File: src/rtl/rom_prefetch_if.sv
// rom_prefetch_if: CPU fetch request/response, flush and boot-ROM port of rom_prefetch.
interface rom_prefetch_if #(
  parameter int AW = 9
);
  logic          req_valid;
  logic [31:0]   req_addr;
  logic          req_ready;
  logic          flush;
  logic          resp_valid;
  logic [31:0]   resp_data;
  logic          resp_err;
  logic          rom_en;
  logic [AW-1:0] rom_addr;
  logic [31:0]   rom_data;
  modport master (
    output req_valid, req_addr, flush, rom_data,
    input  req_ready, resp_valid, resp_data, resp_err, rom_en, rom_addr
  );
  modport slave (
    input  req_valid, req_addr, flush, rom_data,
    output req_ready, resp_valid, resp_data, resp_err, rom_en, rom_addr
  );
endinterface

File: src/rtl/rom_prefetch.sv
// rom_prefetch: two-entry word buffer with next-word prefetch in front of a boot ROM
// whose data is valid at the rising edge after a cycle with rom_en high.
module rom_prefetch #(
  parameter int AW = 9
) (
  input logic           clk,
  input logic           rst,
  rom_prefetch_if.slave bus
);
  typedef enum logic [2:0] {IDLE, MISS_ISSUE, MISS_WAIT, PF_ISSUE, PF_WAIT} state_t;
  state_t             state_q;
  logic [1:0]         vld_q;
  logic [1:0][AW-1:0] tag_q;
  logic [1:0][31:0]   dat_q;
  logic               rr_q, pf_kill_q, ready_q, resp_valid_q, resp_err_q, rom_en_q;
  logic [31:0]        resp_data_q;
  logic [AW-1:0]      idx_q, rom_addr_q, idx, nxt;
  logic               fault, hit0, hit1, hit, nxt_hit, pf_ok;
  assign idx     = bus.req_addr[AW+1:2];
  assign fault   = |bus.req_addr[1:0] || |bus.req_addr[31:AW+2];
  assign hit0    = vld_q[0] && tag_q[0] == idx;
  assign hit1    = vld_q[1] && tag_q[1] == idx;
  // a flush coinciding with a request wins, so the request becomes a miss
  assign hit     = !bus.flush && (hit0 || hit1);
  assign nxt     = idx_q + AW'(1);
  assign nxt_hit = (vld_q[0] && tag_q[0] == nxt) || (vld_q[1] && tag_q[1] == nxt);
  assign pf_ok   = !pf_kill_q && !bus.flush && !(&idx_q) && !nxt_hit;
  always_ff @(posedge clk or negedge rst) begin
    if (!rst) begin
      state_q      <= IDLE;
      vld_q        <= '0;
      tag_q        <= '0;
      dat_q        <= '0;
      rr_q         <= 1'b0;
      pf_kill_q    <= 1'b0;
      idx_q        <= '0;
      ready_q      <= 1'b0;
      resp_valid_q <= 1'b0;
      resp_err_q   <= 1'b0;
      resp_data_q  <= '0;
      rom_en_q     <= 1'b0;
      rom_addr_q   <= '0;
    end else begin
      resp_valid_q <= 1'b0;
      rom_en_q     <= 1'b0;
      if (bus.flush) vld_q <= '0;
      case (state_q)
        IDLE: begin
          ready_q <= 1'b1;
          if (bus.req_valid && ready_q) begin
            if (fault) begin
              resp_valid_q <= 1'b1;
              resp_err_q   <= 1'b1;
              resp_data_q  <= '0;
            end else if (hit) begin
              resp_valid_q <= 1'b1;
              resp_err_q   <= 1'b0;
              resp_data_q  <= hit0 ? dat_q[0] : dat_q[1];
            end else begin
              state_q    <= MISS_ISSUE;
              ready_q    <= 1'b0;
              rom_en_q   <= 1'b1;
              rom_addr_q <= idx;
              idx_q      <= idx;
              pf_kill_q  <= 1'b0;
            end
          end
        end
        MISS_ISSUE: begin
          state_q       <= MISS_WAIT;
          resp_valid_q  <= 1'b1;
          resp_err_q    <= 1'b0;
          resp_data_q   <= bus.rom_data;
          vld_q[rr_q]   <= 1'b1;
          tag_q[rr_q]   <= idx_q;
          dat_q[rr_q]   <= bus.rom_data;
          rr_q          <= ~rr_q;
          if (bus.flush) pf_kill_q <= 1'b1;
        end
        MISS_WAIT: begin
          if (pf_ok) begin
            state_q    <= PF_ISSUE;
            rom_en_q   <= 1'b1;
            rom_addr_q <= nxt;
          end else begin
            state_q <= IDLE;
            ready_q <= 1'b1;
          end
        end
        PF_ISSUE: begin
          state_q <= PF_WAIT;
          if (!bus.flush) begin
            vld_q[rr_q] <= 1'b1;
            tag_q[rr_q] <= rom_addr_q;
            dat_q[rr_q] <= bus.rom_data;
            rr_q        <= ~rr_q;
          end
        end
        PF_WAIT: begin
          state_q <= IDLE;
          ready_q <= 1'b1;
        end
        default: state_q <= IDLE;
      endcase
    end
  end
  assign bus.req_ready  = ready_q;
  assign bus.resp_valid = resp_valid_q;
  assign bus.resp_err   = resp_err_q;
  assign bus.resp_data  = resp_data_q;
  assign bus.rom_en     = rom_en_q;
  assign bus.rom_addr   = rom_addr_q;
endmodule

File: src/flat_wrapper.sv
// flat-port wrapper written by rule: the top's interface ports become plain ports
module rom_prefetch_flat 
#(
  parameter int AW = 9
)
  (clk, rst, bus_req_valid, bus_req_addr, bus_flush, bus_rom_data, bus_req_ready, bus_resp_valid, bus_resp_data, bus_resp_err, bus_rom_en, bus_rom_addr);
  rom_prefetch_if #(.AW(AW)) bus_i ();
  input logic clk;
  input logic rst;
  input wire logic [$bits(bus_i.req_valid)-1:0] bus_req_valid;
  input wire logic [$bits(bus_i.req_addr)-1:0] bus_req_addr;
  input wire logic [$bits(bus_i.flush)-1:0] bus_flush;
  input wire logic [$bits(bus_i.rom_data)-1:0] bus_rom_data;
  output wire logic [$bits(bus_i.req_ready)-1:0] bus_req_ready;
  output wire logic [$bits(bus_i.resp_valid)-1:0] bus_resp_valid;
  output wire logic [$bits(bus_i.resp_data)-1:0] bus_resp_data;
  output wire logic [$bits(bus_i.resp_err)-1:0] bus_resp_err;
  output wire logic [$bits(bus_i.rom_en)-1:0] bus_rom_en;
  output wire logic [$bits(bus_i.rom_addr)-1:0] bus_rom_addr;
  assign bus_i.req_valid = bus_req_valid;
  assign bus_i.req_addr = bus_req_addr;
  assign bus_i.flush = bus_flush;
  assign bus_i.rom_data = bus_rom_data;
  assign bus_req_ready = bus_i.req_ready;
  assign bus_resp_valid = bus_i.resp_valid;
  assign bus_resp_data = bus_i.resp_data;
  assign bus_resp_err = bus_i.resp_err;
  assign bus_rom_en = bus_i.rom_en;
  assign bus_rom_addr = bus_i.rom_addr;
  rom_prefetch #(.AW(AW)) u_core (.clk(clk), .rst(rst), .bus(bus_i));
endmodule
File: config.mk
export PLATFORM = sky130hd
export DESIGN_NAME = rom_prefetch_flat
export DESIGN_NICKNAME = d
export VERILOG_FILES = /design/src/rtl/rom_prefetch_if.sv /design/src/rtl/rom_prefetch.sv /design/src/flat_wrapper.sv
export SDC_FILE = /design/constraint.sdc
export NUM_CORES = 1
export LEC_CHECK = 0
export BUFFER_PORTS_ARGS = -buffer_cell sky130_fd_sc_hd__buf_4
export CORE_MARGIN = 1.5
export CORE_UTILIZATION = 40
export CTS_CLUSTER_SIZE = 20
export DETAILED_ROUTE_END_ITERATION = 16
export PLACE_DENSITY = 0.59
export SLEW_MARGIN = 10
export SYNTH_ARGS = -nofsm -noshare
export SYNTH_HDL_FRONTEND = slang
export SYNTH_SLANG_ARGS = --single-unit
File: constraint.sdc
create_clock -name clk -period 3.2 [get_ports clk]
set_clock_uncertainty 0.15 [all_clocks]
set_input_delay 0.96 -clock clk [delete_from_list [all_inputs] [get_ports clk]]
set_output_delay 0.96 -clock clk [all_outputs]
set_load 0.05 [all_outputs]
==> key figures <==
Run status
  • Status: complete, no violations

Worst setup path
  • Required time worst endpoint: 3.35 ns
  • Setup crit end kind: register
  • Crit-path leading delay family: simple AND/OR/NAND/NOR gates
  • Largest stage delay, worst path: 0.39 ns
  • Critical-path top delay cell: nor4_4
  • Crit-path cells: ha_1, nand3_2, nor2_1, and3_1, ha_1, buf_4, xor2_1, nor2_1, nand4_1, nor4_4, buf_4, nor3_1, or2_2
  • CP Data Arrival Time: 3.18 ns
  • Worst setup SP type: register
  • Flop2flop setup slack: 0.17 ns
  • Buf+Inv Stages, Crit Path: 2
  • Crit-path max FO: 3
  • Reg-to-Reg Start: u_core.idx_q[0]
  • Worst-case reg-to-reg path depth: 13
  • Worst R2R End: u_core.state_q[1]
  • WS Path Type: reg -> reg

Timing
  • Relative slew slack: 57.67%
  • TNS Setup: 0 ns
  • Final Hold Vio Count: 0
  • Final setup violation count: 0
  • Clock period minus worst slack: 3.030 ns
  • Worst-margin pin slew: 0.6349 ns
  • Achievable frequency: 330.1 MHz
  • Fin. max-slew vios: 0
  • Unrepaired setup endpoints after global routing: false
  • Final cycle utilization of the critical path: 94.68%

Power
  • Sequential power share: 45.7%
  • Clock share of power: 49.0%
  • Peak VDD IR: 0.3691 mV
  • Logic pwr share: 5.3%
  • Sw Share: 22.30%
  • Switching pwr: 906.1 uW
  • Internal power: 3.157 mW
  • Pleak: 4.543 nW
  • Power Dens Cells: 460.7 nW/um^2

Drt
  • Avg WL per Cell: 18.34 um
  • Number of detailed-route iterations in the first pass: 4
  • Initial drt markers: 277
  • Vias per cell: 5.346
  • Post-route antenna net violation count: 0
  • Via Count: 4924
  • Final wirelength: 16.90 mm
  • Final routed DRC violation total: 0

Synth
  • Most frequent cell after synthesis: dfrtp_1
  • Synth Warn #: 0
  • Ys async rst share: 100.0%
  • Synth top area share: 52.06%
  • Count of different cell masters after synthesis: 47
  • Cells after synthesis: 558
  • Register area share after synthesis: 52.06%
  • Main area contributors after synthesis: dfrtp_1, mux2_2, a22o_1, xnor2_1, a21o_1
  • Syn_area_per_cell: 12.32 um^2
  • Synth area leader: dfrtp_1
  • Commonest cells in the netlist: dfrtp_1, mux2_2, a21o_1, a22o_1, xnor2_1
  • Synthesized area: 6874 um^2
  • EDFF count, synth: 0
  • Prevailing post-synth register cell: dfrtp_1
  • Synthesized flop and latch total: 143
  • Synth Net Count: 628

Clocking
  • Clock Path Buffers: 2
  • H-tree depth: 4
  • Sink Count: 143
  • CTS Hold Buffers Added: 0
  • CTS tree: built
  • Root buf cell: clkbuf_16
  • TritonCTS Buffers: 17
  • Worst-Skew Late Latency: 0.41 ns
  • Clock-pin transition on the worst setup and hold timing paths: 0.06 ns

Final layout
  • Layout cells sized above 1: 43.08%
  • Final #Nets: 758
  • Final Core Density: 52.81%
  • Ant diodes: 0
  • P&R area growth vs syn: 28.30%

Global routing
  • GRT Resource Usage Total: 19.35%
  • Grt total ovfl: 0
  • Initial antenna violation count: 0
  • First-pass GRT wire length: 27.10 mm
  • Pin count of the biggest net entering global routing: 67
  • Number of global-route vias before repair: 5269

Min path
  • Min-Delay Path Class: reg -> reg
  • Hold path cells: 1
  • Hold worst-path end: u_core.bus.resp_data[16]
  • Worst hold start: u_core.bus.resp_data[16]

Die
  • Die width: 134.1 um
  • # rows: 47
  • Die area: 17980 um^2
  • I/O Pins: 113
  • Die Span Y: 134.1 um
  • Initial Util: 41.16%
  • Total core area: 16700 um^2

Place
  • I/O Buffers: 112
  • Placer Congestion: 0.8248
  • Detail Placement HPWL: 11.29 mm

Run
  • Max Cap Violations: 0
state kept, by name (all words and copies together), names as in the netlist:
register               cells
u_core.dat_q              64
u_core.bus.resp_data      32
u_core.tag_q              18
u_core.bus.rom_addr        9
u_core.idx_q               9
u_core.state_q             3
u_core.vld_q               2
u_core.bus.req_ready       1
u_core.bus.resp_err        1
u_core.bus.resp_valid      1
u_core.bus.rom_en          1
u_core.pf_kill_q           1
u_core.rr_q                1
worst max-delay path by stage:
stage / startpoint / endpoint / depth (start not counted)
2_1_floorplan: u_core.idx_q[1] / u_core.bus.rom_addr[0] / 12
3_3_place_gp: bus_req_addr[1] / u_core.bus.rom_addr[0] / 8
3_5_place_dp: bus_req_addr[1] / u_core.bus.rom_addr[2] / 8
4_1_cts: u_core.idx_q[0] / u_core.bus.rom_addr[2] / 12
5_1_grt: u_core.idx_q[0] / u_core.state_q[1] / 13
6_report: u_core.idx_q[0] / u_core.state_q[1] / 13
area by class of cell:
cell class | count | area (um^2)
inverter | 7 | 26.28
multi-input combinational | 376 | 3188
timing repair buffer | 143 | 1152
clock inverter | 11 | 128.9
sequential | 143 | 3578
clock buffer | 21 | 470.5
fill | 1492 | 7881
tap | 220 | 275.3
cell families (layout without fill, tap and decap cells):
| logic type | count (synthesis) | after routing | synth area share (%) |
|---|---|---|---|
| muxes | 125 | 125 | 20.29 |
| adders and majority gates | 3 | 3 | 0.5096 |
| xor gates and xnor gates | 43 | 43 | 5.879 |
| DFF | 143 | 143 | 52.06 |
| AOI/OAI and AO/OA | 115 | 116 | 12.38 |
| and+or+nand+nor | 89 | 89 | 6.480 |
| buffers and inverters | 40 | 182 | 2.403 |
timing repair:
action                                  4_1_cts  5_1_grt
endpoints found under the setup margin        0        9
setup buffers                                 0        0
gates resized for setup                       0        2
endpoints found under the hold margin         0        0
power groups by stage:
stage | Clock [mW] | Combinational (mW) | Sequential [mW]
final | 1.99 | 0.214 | 1.86
after global routing | 2.10 | 0.236 | 1.86
after CTS | 2.02 | 0.218 | 1.86
after detailed placement | 0 | 0.217 | 1.89
after global placement | 0 | 0.212 | 1.89
after floorplan | 0 | 0.0639 | 1.89
per-layer routing:
layer	GRT usage [%]	up-vias	part of all wire (%)
li1	-	2288	-
met1	25.59	2506	47
met2	32.30	113	48
met3	3.401	17	4.2
met4	6.511	0	1.3
met5	0	-	0
cell usage in the layout (no fill, tap or decap), types with 7 or more instances in the layout:
cell type  count
buf_4        136
o21ai_0       16
nor2_1        27
xor2_1        10
nor3_1         7
inv_1          7
nand2_1       17
clkbuf_16     17
a22o_1        33
nand4_1        8
mux2_2       115
a21oi_1       17
dfrtp_1      143
a21o_1        34
mux2i_1       10
xnor2_1       31
stage by stage:
| stage | power [mW] | cells | worst slack [ns] | hold WS (ns) | area, um^2 |
|---|---|---|---|---|---|
| global placement | 2.099 | 888 | 0.01938 | 0.3126 | 8190 |
| global route | 4.197 | 921 | 0.02736 | 0.3378 | 8820 |
| floorplan | 1.952 | 558 | 0.1503 | 0.3133 | 6874 |
| CTS | 4.097 | 920 | 0.03912 | 0.3307 | 8790 |
| detailed placement | 2.106 | 888 | 0.02718 | 0.3167 | 8190 |
| finish | 4.063 | 921 | 0.1702 | 0.3239 | 8820 |
Note: power is estimated with default switching activity, not from simulation.
